### config.mk
export PLATFORM = sky130hd
export DESIGN_NAME = sum_result_capture_flat
export DESIGN_NICKNAME = d
export VERILOG_FILES = /design/src/rtl/sum_capture_pkg.sv /design/src/rtl/sum_result_capture_if.sv /design/src/rtl/sum_result_capture_sync_fifo.sv /design/src/rtl/sum_result_capture.sv /design/src/flat_wrapper.sv
export SDC_FILE = /design/constraint.sdc
export NUM_CORES = 1
export LEC_CHECK = 0
export CAP_MARGIN = 25
export CORE_ASPECT_RATIO = 0.6
export CORE_MARGIN = 5
export CORE_UTILIZATION = 40
export CTS_BUF_LIST = sky130_fd_sc_hd__clkbuf_4 sky130_fd_sc_hd__clkbuf_8
export DETAILED_ROUTE_END_ITERATION = 16
export MAX_ROUTING_LAYER = met4
export PLACE_DENSITY = 0.59
export SLEW_MARGIN = 15
export SYNTH_ARGS = -nofsm -noshare
export SYNTH_HDL_FRONTEND = slang
export SYNTH_SLANG_ARGS = --single-unit
export TNS_END_PERCENT = 50
### constraint.sdc
create_clock -name clk -period 2.6 [get_ports clk]
set_input_delay 0.78 -clock clk [delete_from_list [all_inputs] [get_ports clk]]
set_output_delay 0.78 -clock clk [all_outputs]
set_load 0.05 [all_outputs]
### src/rtl/sum_capture_pkg.sv
// Shared types and defaults for the sum-result capture block and its FIFO.
// Entry layout is {res, co, mode}; pointer/level widths derive from DEPTH.
package sum_capture_pkg;

  localparam int DEF_N     = 16;
  localparam int DEF_DEPTH = 4;
  localparam int DEF_CNT_W = 8;
  localparam int PTR_W     = $clog2(DEF_DEPTH);

  typedef struct packed {
    logic [DEF_N-1:0] res;
    logic             co;
    logic             mode;
  } entry_t;

  // Occupancy needs one extra bit so that "full" (== DEPTH) is representable.
  function automatic int lvl_w(input int depth);
    return $clog2(depth) + 1;
  endfunction

endpackage

### src/rtl/sum_result_capture_if.sv
// Upstream mux result handshake plus downstream head-of-queue handshake.
// slave = capture block side, master = upstream/downstream driver side.
interface sum_result_capture_if #(
  parameter int N = 16
);
  logic         in_valid;
  logic         in_ready;
  logic [N-1:0] sel_res;
  logic         sel_co;
  logic         sel;
  logic         out_valid;
  logic         out_ready;
  logic [N-1:0] out_res;
  logic         out_co;
  logic         out_mode;

  modport slave (
    input  in_valid, sel_res, sel_co, sel, out_ready,
    output in_ready, out_valid, out_res, out_co, out_mode
  );

  modport master (
    output in_valid, sel_res, sel_co, sel, out_ready,
    input  in_ready, out_valid, out_res, out_co, out_mode
  );
endinterface

### src/rtl/sum_result_capture_sync_fifo.sv
// Generic sync FIFO: push visible one cycle later, no fall-through, no full-bypass.
// Full/empty come from registered level only; push ignored when full, pop when empty.
module sync_fifo import sum_capture_pkg::*; #(
  parameter  int W     = 18,
  parameter  int DEPTH = DEF_DEPTH,
  localparam int AW    = $clog2(DEPTH),
  localparam int LW    = lvl_w(DEPTH)
) (
  input  logic          clk,
  input  logic          rst_n,
  input  logic          push_i,
  input  logic          pop_i,
  input  logic [W-1:0]  wdat_i,
  output logic [W-1:0]  rdat_o,
  output logic [LW-1:0] level_o,
  output logic          full_o,
  output logic          empty_o
);

  logic [W-1:0]  mem_q [DEPTH];
  logic [W-1:0]  mem_d [DEPTH];
  logic [AW-1:0] wr_ptr_q, wr_ptr_d;
  logic [AW-1:0] rd_ptr_q, rd_ptr_d;
  logic [LW-1:0] level_q, level_d;
  logic          push_ok, pop_ok;

  assign full_o  = (level_q == LW'(DEPTH));
  assign empty_o = (level_q == '0);
  assign push_ok = push_i && !full_o;
  assign pop_ok  = pop_i && !empty_o;
  assign rdat_o  = mem_q[rd_ptr_q];
  assign level_o = level_q;

  always_comb begin
    mem_d    = mem_q;
    wr_ptr_d = wr_ptr_q;
    rd_ptr_d = rd_ptr_q;
    level_d  = level_q;
    if (push_ok) begin
      mem_d[wr_ptr_q] = wdat_i;
      wr_ptr_d        = wr_ptr_q + AW'(1);
    end
    if (pop_ok) begin
      rd_ptr_d = rd_ptr_q + AW'(1);
    end
    case ({push_ok, pop_ok})
      2'b10:   level_d = level_q + LW'(1);
      2'b01:   level_d = level_q - LW'(1);
      default: level_d = level_q;
    endcase
  end

  // Storage is deliberately unreset; validity is tracked by level alone.
  always_ff @(posedge clk) begin
    mem_q <= mem_d;
  end

  always_ff @(posedge clk or negedge rst_n) begin
    if (!rst_n) begin
      wr_ptr_q <= '0;
      rd_ptr_q <= '0;
      level_q  <= '0;
    end else begin
      wr_ptr_q <= wr_ptr_d;
      rd_ptr_q <= rd_ptr_d;
      level_q  <= level_d;
    end
  end

endmodule

### src/rtl/sum_result_capture.sv
// Queues adder mux results; head visible 1 cycle after push, in_ready low when full.
// Counts sum-mode carry-outs (saturating, clear wins) without ever stalling.
module sum_result_capture import sum_capture_pkg::*; #(
  parameter  int N     = DEF_N,
  parameter  int DEPTH = DEF_DEPTH,
  parameter  int CNT_W = DEF_CNT_W,
  localparam int LW    = lvl_w(DEPTH)
) (
  input  logic                 clk,
  input  logic                 rst_n,
  sum_result_capture_if.slave  bus,
  input  logic                 clr_count,
  output logic [CNT_W-1:0]     co_count,
  output logic [LW-1:0]        level
);

  typedef struct packed {
    logic [N-1:0] res;
    logic         co;
    logic         mode;
  } cap_ent_t;

  cap_ent_t         wr_ent, rd_ent;
  logic             full, empty;
  logic             push, pop;
  logic [CNT_W-1:0] co_count_q, co_count_d;

  assign wr_ent = '{res: bus.sel_res, co: bus.sel_co, mode: bus.sel};
  assign push   = bus.in_valid && !full;
  assign pop    = bus.out_ready && !empty;

  sync_fifo #(
    .W     ($bits(cap_ent_t)),
    .DEPTH (DEPTH)
  ) u_fifo (
    .clk     (clk),
    .rst_n   (rst_n),
    .push_i  (push),
    .pop_i   (pop),
    .wdat_i  (wr_ent),
    .rdat_o  (rd_ent),
    .level_o (level),
    .full_o  (full),
    .empty_o (empty)
  );

  assign bus.in_ready  = !full;
  assign bus.out_valid = !empty;
  assign bus.out_res   = empty ? '0   : rd_ent.res;
  assign bus.out_co    = empty ? 1'b0 : rd_ent.co;
  assign bus.out_mode  = empty ? 1'b0 : rd_ent.mode;

  always_comb begin
    co_count_d = co_count_q;
    if (clr_count) begin
      co_count_d = '0;
    end else if (push && bus.sel_co && !bus.sel && (co_count_q != '1)) begin
      co_count_d = co_count_q + CNT_W'(1);
    end
  end

  always_ff @(posedge clk or negedge rst_n) begin
    if (!rst_n) begin
      co_count_q <= '0;
    end else begin
      co_count_q <= co_count_d;
    end
  end

  assign co_count = co_count_q;

endmodule

### src/flat_wrapper.sv
// flat-port wrapper written by rule: the top's interface ports become plain ports
module sum_result_capture_flat import sum_capture_pkg::*;
#(
  parameter  int N     = DEF_N,
  parameter  int DEPTH = DEF_DEPTH,
  parameter  int CNT_W = DEF_CNT_W,
  localparam int LW    = lvl_w(DEPTH)
)
  (clk, rst_n, clr_count, co_count, level, bus_in_valid, bus_sel_res, bus_sel_co, bus_sel, bus_out_ready, bus_in_ready, bus_out_valid, bus_out_res, bus_out_co, bus_out_mode);
  sum_result_capture_if #(.N(N)) bus_i ();
  input  logic clk;
  input  logic rst_n;
  input  logic clr_count;
  output logic [CNT_W-1:0] co_count;
  output logic [LW-1:0] level;
  input wire logic [$bits(bus_i.in_valid)-1:0] bus_in_valid;
  input wire logic [$bits(bus_i.sel_res)-1:0] bus_sel_res;
  input wire logic [$bits(bus_i.sel_co)-1:0] bus_sel_co;
  input wire logic [$bits(bus_i.sel)-1:0] bus_sel;
  input wire logic [$bits(bus_i.out_ready)-1:0] bus_out_ready;
  output wire logic [$bits(bus_i.in_ready)-1:0] bus_in_ready;
  output wire logic [$bits(bus_i.out_valid)-1:0] bus_out_valid;
  output wire logic [$bits(bus_i.out_res)-1:0] bus_out_res;
  output wire logic [$bits(bus_i.out_co)-1:0] bus_out_co;
  output wire logic [$bits(bus_i.out_mode)-1:0] bus_out_mode;
  assign bus_i.in_valid = bus_in_valid;
  assign bus_i.sel_res = bus_sel_res;
  assign bus_i.sel_co = bus_sel_co;
  assign bus_i.sel = bus_sel;
  assign bus_i.out_ready = bus_out_ready;
  assign bus_in_ready = bus_i.in_ready;
  assign bus_out_valid = bus_i.out_valid;
  assign bus_out_res = bus_i.out_res;
  assign bus_out_co = bus_i.out_co;
  assign bus_out_mode = bus_i.out_mode;
  sum_result_capture #(.N(N), .DEPTH(DEPTH), .CNT_W(CNT_W)) u_core (.clk(clk), .rst_n(rst_n), .bus(bus_i), .clr_count(clr_count), .co_count(co_count), .level(level));
endmodule
==> results.md, run 1 <==
* Max rail drop VDD: 0.655 mV
* result of the run: completed
* Vias: 1,985
* Clock Path Buffers: 2
* netlist area before placement: 0.00360 sq mm
* starting density of the core: 41.6%
* post-synthesis register bit count: 87
* Final Slew Violations: 0
* final worst path period share: 99.1%
* most used cells in the layout excluding fill and tap cells: sky130_fd_sc_hd__edfxtp_1, sky130_fd_sc_hd__clkdlybuf4s50_1, sky130_fd_sc_hd__buf_6
* last weighted congestion value of the routability-driven placer: 0.747
* gr usage total: 13.9%
* Final Instance Count excl. Fillers: 384
* switching share of power: 37.3%
* kind of critical path: flop to output port
* DIE AREA: 0.0111 sq mm
* element type at the critical path start: flop
* total wirelength of the detailed-routed design: 6850 um
* initial antenna violation count: 0
* met1 Usage GRT: 18.8%
* sequential share of power: 31.9%
* worst hold path cell count: 1
* Overall Power: 0.00605 W
* sequential cell area in the final layout: 0.00254 sq mm
* part of the power in the clock network: 18.3%
* clock tree from TritonCTS: built
* first-pass detailed-route iteration total: 4
* yosys warns: 0
* number of setup violations in the final report: 0
* P_sw: 0.00225 W
* root cell of the clock tree: sky130_fd_sc_hd__clkbuf_8
* clock-pin transition on the worst setup and hold timing paths: 0.08 ns
* final standard cell utilization of the core: 54.0%
* Internal Dissipation: 0.00379 W
* critical path, cell by cell: buf_12, mux4_2, and2_4, buf_6
* critical path required time: 1.82 ns
* number of global-route vias before repair: 2,071
* delay of the slowest cell on the worst path: 0.53 ns
* Clock Skews: 0.00789 ns
* Worst Path Buf+Inv: 2
* number of nets in the final layout: 297
* largest driver fanout on the critical path: 12
* Post-Synthesis Cells: 199
* Cell Rows: 26
* Top-Level Pins: 54
* met2 track demand over resource: 19.5%
* power per unit of standard cell area: 1290 mW/mm^2
* total number of H-tree levels: 3
* count of buffers inserted at the top-level ports: 53
* R2R depth: 8
* Synth async-reset ratio: 17.2%
* RSZ-0062 raised after global routing: yes
* half-perimeter wire length of the detailed placement result: 4560 um
* proportion of synthesized chip area in sequential cells: 70.5%
* busiest layer in global routing: met2
* max-capacitance violation count: 0
* critical path's slowest cell: sky130_fd_sc_hd__mux4_2
* Rel. slew slack: 51.3%
* routed length per placed instance: 17.8 um
* Inst Count DP: 367
* final number of hold-violating endpoints: 0
* via density per instance: 5.17
* M3 GR Usage: 5.12%
* count of antenna-violating nets left after detailed routing: 0
* fraction of final layout cells with drive strength greater than 1: 33.1%
* Arr. time, crit path: 1.80 ns
* clk_lat worst skew: 0.36 ns
* height of the die: 83.5 um
* Hold Crit Start: u_core.u_fifo.level_o[2]
* TritonCTS Buffers: 9
* Register-to-Register Setup Slack: 0.35 ns
* leakage power total: 1.71 nW
* post-cts hold buffer count: 0
* measured slew at the worst slew-check pin: 0.728 ns
* commonest non-fill, non-tap cell in the layout: sky130_fd_sc_hd__edfxtp_1
* worst min path class: flop to flop
* growth of design area from synthesis to finish: 29.9%
* syn_nets: 229
* EDFF count, synth: 72
* wire length of the first global-routing pass: 11,300 um
* sort of element at the end of the critical path: output port
* residual overflow from global routing: 0
* clock sink total: 87
* footprint of the multi-input gates: 0.00102 sq mm
* number of antenna repair diodes: 0
* # DRC: 0
* Die Span X: 132 um
* Iter 0 DRT Violations: 146
* Core Box Area: 0.00865 sq mm
* Max Clock Freq: 388 MHz
* gate family responsible for the most delay along the worst path: multiplexers
* leading register cell type out of synthesis: sky130_fd_sc_hd__edfxtp_1
* FF-to-FF End: u_core.u_fifo.level_o[2]
* number of different library cells in the post-synthesis netlist: 32
* largest net degree at the start of global routing: 21
* worst hold endpoint: u_core.u_fifo.level_o[2]
* Reg-to-Reg Start: u_core.u_fifo.level_o[0]
* final-layout fill cell count: 740
* power share of the combinational group: 49.9%
* clock period minus worst slack: 2.58 ns
* Mapped Avg Cell Area: 18.1 sq um
==> through the flow <==
step,instance area (sq um),setup WS [ns],TNS [ns],hold WS (ns)
finish,4670,0.0235,0,0.530
global placement,4310,0.103,0,0.518
floorplan,3600,0.159,0,0.484
CTS,4660,-0.0275,-0.0504,0.535
detailed placement,4310,0.0638,0,0.519
global route,4670,-0.0819,-0.765,0.564
==> power by group through the flow <==
stage	registers [W]	logic, W	clock network [W]
after floorplan	0.00201	0.00177	0
after global placement	0.00195	0.00266	0
after detailed placement	0.00196	0.00267	0
after CTS	0.00193	0.00300	0.00114
after global routing	0.00196	0.00320	0.00121
final	0.00193	0.00302	0.00110
==> metal layers <==
layer  up-vias  part of all wire (%)
met5         -                     0
met4         0                  0.95
met3         8                   5.4
met2        50                    46
met1      1014                    48
li1        913                     -
==> what timing repair did <==
| item | 4_1_cts | 5_1_grt |
|---|---|---|
| hold endpoints to repair | 0 | 0 |
| gates resized for setup | 31 | 6 |
| endpoints found under the setup margin | 18 | 18 |
| buffers inserted | 1 | 0 |
==> worst reg2reg max path, cell delays in order, from the launching register on <==
cell and delay (ns):
sky130_fd_sc_hd__dfrtp_1 0.45, sky130_fd_sc_hd__or3b_1 0.51, sky130_fd_sc_hd__nand2_1 0.20, sky130_fd_sc_hd__ha_1 0.20, sky130_fd_sc_hd__inv_1 0.06, sky130_fd_sc_hd__fa_1 0.37, sky130_fd_sc_hd__xor2_1 0.15, sky130_fd_sc_hd__nor2_1 0.11
sky130_fd_sc_hd__xor2_1 0.14
==> sequential cells by signal, indices dropped and copies added (netlist names) <==
register,flops
u_core.u_fifo.mem_q,72
u_core.co_count,8
u_core.u_fifo.level_o,3
u_core.u_fifo.rd_ptr_q,2
u_core.u_fifo.wr_ptr_q,2
==> cells in the mapped netlist (2+ instances only) <==
cell type | n | share of area [%]
sky130_fd_sc_hd__buf_6 | 2 | 0.63
sky130_fd_sc_hd__o31ai_1 | 6 | 1.3
sky130_fd_sc_hd__and3_1 | 4 | 0.70
sky130_fd_sc_hd__clkbuf_1 | 3 | 0.31
sky130_fd_sc_hd__buf_2 | 4 | 0.56
sky130_fd_sc_hd__or3_1 | 3 | 0.52
sky130_fd_sc_hd__nand3_1 | 3 | 0.42
sky130_fd_sc_hd__xor2_1 | 3 | 0.73
sky130_fd_sc_hd__and2_1 | 19 | 3.3
sky130_fd_sc_hd__inv_1 | 7 | 0.73
sky130_fd_sc_hd__or4_1 | 6 | 1.3
sky130_fd_sc_hd__nand4_1 | 2 | 0.35
sky130_fd_sc_hd__xnor2_1 | 3 | 0.73
sky130_fd_sc_hd__a21oi_1 | 8 | 1.1
sky130_fd_sc_hd__nand2_1 | 2 | 0.21
sky130_fd_sc_hd__edfxtp_1 | 72 | 60
sky130_fd_sc_hd__dfrtp_1 | 15 | 10
sky130_fd_sc_hd__mux4_2 | 18 | 11
sky130_fd_sc_hd__ha_1 | 6 | 2.1
==> logic make-up (layout without fill, tap and decap cells) <==
family,count (synthesis),after routing,synth area share [%]
buffers and inverters,17,90,2.33
XOR/XNOR,6,6,1.46
flip-flops,87,87,70.5
multiplexers,20,20,11.9
adder cells (fa/ha/maj),7,7,2.64
AND/OR/NAND/NOR,45,45,7.99
AO/OA/AOI/OAI,17,17,3.23
==> how the worst max path moves through the flow <==
stage	startpoint	cells after the start	endpoint
CTS	u_core.u_fifo.rd_ptr_q[0]	4	bus_out_res[6]
global placement	bus_out_ready	8	u_core.u_fifo.level_o[2]
floorplan	u_core.u_fifo.level_o[0]	3	bus_out_res[10]
finish	u_core.u_fifo.rd_ptr_q[0]	4	bus_out_res[14]
global route	u_core.u_fifo.rd_ptr_q[0]	4	bus_out_res[14]
detailed placement	bus_out_ready	8	u_core.u_fifo.level_o[2]
==> cell type report <==
type / count / area share (%)
Multi-Input combinational cell: 95 / 21.9
Timing Repair Buffer: 67 / 15.1
Sequential cell: 87 / 54.3
Clock inverter: 6 / 2.33
Tap cell: 112 / 3.00
Inverter: 7 / 0.562
Clock buffer: 10 / 2.81
No activity file was read; power rests on OpenSTA's default activity.
==> run 2, diff against run 1 <==
Settings changed: RECOVER_POWER from default to 50.
==> run 2 against run 1 <==
Fmax is essentially flat. Cell area fell by 0.24%. Sequential power is essentially flat. Critical path type unchanged. Clock skew is essentially flat. Combinational power about the same.
==> results.md, run 2 (same netlist as run 1, synthesis figures left out) <==
* result of the run: completed
* setup total negative slack: 0 ns, unchanged
* max-capacitance violation count: 0, unchanged
* count of antenna-violating nets left after detailed routing: 0, unchanged
* clock-pin transition on the worst setup and hold timing paths: 0.08 ns, about the same
* TritonCTS Buffers: 9, unchanged
* critical path required time: 1.82 ns, about the same
* Largest register FFs: 72, unchanged
* clock period minus worst slack: 2.58 ns, +0.0000618 ns
* total number of H-tree levels: 3, unchanged
* Top-Level Pins: 54, unchanged
* Clock Skews: 0.00789 ns, -0.000000450 ns
* clk_lat worst skew: 0.36 ns, about the same
* starting density of the core: 41.6%, unchanged
* Clock Path Buffers: 2, unchanged
* residual overflow from global routing: 0, unchanged
* Die Span X: 132 um, unchanged
* commonest non-fill, non-tap cell in the layout: sky130_fd_sc_hd__edfxtp_1
* Max rail drop VDD: 0.655 mV, -0.11%
* final worst path period share: 99.1%, about the same
* critical path's slowest cell: sky130_fd_sc_hd__mux4_2
* root cell of the clock tree: sky130_fd_sc_hd__clkbuf_8
* clock sink total: 87, unchanged
* Max Clock Freq: 388 MHz, about the same
* wire length of the first global-routing pass: 11,300 um, unchanged
* delay of the slowest cell on the worst path: 0.53 ns, about the same
* final number of hold-violating endpoints: 0, unchanged
* number of antenna repair diodes: 0, unchanged
* DIE AREA: 0.0111 sq mm, unchanged
* post-cts hold buffer count: 0, unchanged
* leakage power total: 1.70 nW, -0.36%
* measured slew at the worst slew-check pin: 0.736 ns, +0.00710 ns
* busiest layer in global routing: met2
* initial antenna violation count: 0, unchanged
* last weighted congestion value of the routability-driven placer: 0.747, unchanged
* number of global-route vias before repair: 2,071, unchanged
* total wirelength of the detailed-routed design: 6860 um, +0.28%
* final standard cell utilization of the core: 53.9%, -0.13 points
* M3 GR Usage: 5.12%, unchanged
* Cell Rows: 26, unchanged
* number of setup violations in the final report: 0, unchanged
* Rel. slew slack: 50.8%, -0.48 points
* Arr. time, crit path: 1.80 ns, about the same
* half-perimeter wire length of the detailed placement result: 4560 um, unchanged
* number of nets in the final layout: 297, unchanged
* count of buffers inserted at the top-level ports: 53, unchanged
* RSZ-0062 raised after global routing: yes
* # DRC: 0, unchanged
* element type at the critical path start: flop
* height of the die: 83.5 um, unchanged
* growth of design area from synthesis to finish: 29.5%
* largest driver fanout on the critical path: 12, unchanged
* clock tree from TritonCTS: built
* final-layout fill cell count: 739, -0.14%
* Core Box Area: 0.00865 sq mm, unchanged
* gr usage total: 13.9%, unchanged
* Iter 0 DRT Violations: 147, +0.68%
* met2 track demand over resource: 19.5%, unchanged
* critical path, cell by cell: buf_12, mux4_2, and2_4, buf_6
* first-pass detailed-route iteration total: 4, unchanged
* worst min path class: flop to flop
* Top reg by flops: u_core.u_fifo.mem_q
* largest net degree at the start of global routing: 21, unchanged
* kind of critical path: flop to output port
* fraction of final layout cells with drive strength greater than 1: 32.0%, -1.1 points
* Final Slew Violations: 0, unchanged
* routed length per placed instance: 17.9 um, +0.28%
* sort of element at the end of the critical path: output port
* most used cells in the layout excluding fill and tap cells: sky130_fd_sc_hd__edfxtp_1, sky130_fd_sc_hd__dlygate4sd3_1, sky130_fd_sc_hd__buf_6
* power per unit of standard cell area: 1300 mW/mm^2, about the same
* met1 Usage GRT: 18.8%, unchanged
* Vias: 1,987, +0.10%
* via density per instance: 5.17, +0.10%
## run 2: path summary, 6_finish.rpt
check	slack, ns	end	cells after the start	startpoint
setup / recovery	0.02	bus_out_res[14]	4	u_core.u_fifo.rd_ptr_q[0]
hold / removal	0.53	u_core.u_fifo.level_o[2]	1	u_core.u_fifo.level_o[2]
setup reg to reg	0.35	u_core.u_fifo.level_o[2]	8	u_core.u_fifo.level_o[0]
hold reg to reg	0.53	u_core.u_fifo.level_o[2]	1	u_core.u_fifo.level_o[2]
max in group asynchronous	1.21	u_core.u_fifo.level_o[2]	1	rst_n
min in group asynchronous	0.92	u_core.co_count[1]	1	rst_n
## run 2: area by class of cell
class                   instances  area, sq um  share of cell area [%]
clock buffers                  10          131                    2.82
multi-input cells              95         1020                    21.9
repair buffers                 67          696                    14.9
inverters                       7         26.3                   0.563
clock inverters                 6          109                    2.33
well taps                     112          140                    3.01
flip-flops and latches         87         2540                    54.4
## run 2: stage by stage
stage	hold WS [ns]	cell area (sq um)	instances	total power (W)	setup slack, ns
floorplan	0.484	3600	199	0.00378	0.159
global placement	0.518	4310	367	0.00462	0.103
detailed placement	0.519	4310	367	0.00463	0.0638
CTS	0.535	4660	384	0.00607	-0.0275
global route	0.564	4660	384	0.00635	-0.0819
finish	0.526	4660	384	0.00604	0.0234
## run 2: worst max-delay path: cells and delay by family, from the launching register on
family                 cells  cell delay [ns]
muxes                      1             0.53
DFF                        1             0.41
buffers and inverters      2             0.32
and+or+nand+nor            1             0.18
## run 2: where the power goes
| part | switching, W | leakage, nW | total (W) | internal (W) |
|---|---|---|---|---|
| registers | 0.000109 | 0.853 | 0.00193 | 0.00182 |
| clock network | 0.000458 | 0.124 | 0.00110 | 0.000647 |
| logic | 0.00169 | 0.726 | 0.00301 | 0.00132 |
| total | 0.00226 | 1.70 | 0.00604 | 0.00378 |
## run 2: repair_timing
| item | CTS | global route |
|---|---|---|
| endpoints found under the setup margin | 18 | 18 |
| gates resized for setup | 31 | 6 |
| buffers inserted | 1 | 0 |
| endpoints found under the hold margin | 0 | 0 |
## run 2: layer usage
layer | share of wire [%] | up-vias
li1 | - | 915
met1 | 48 | 1012
met2 | 45 | 52
met3 | 5.5 | 8
met4 | 0.95 | 0
met5 | 0 | -
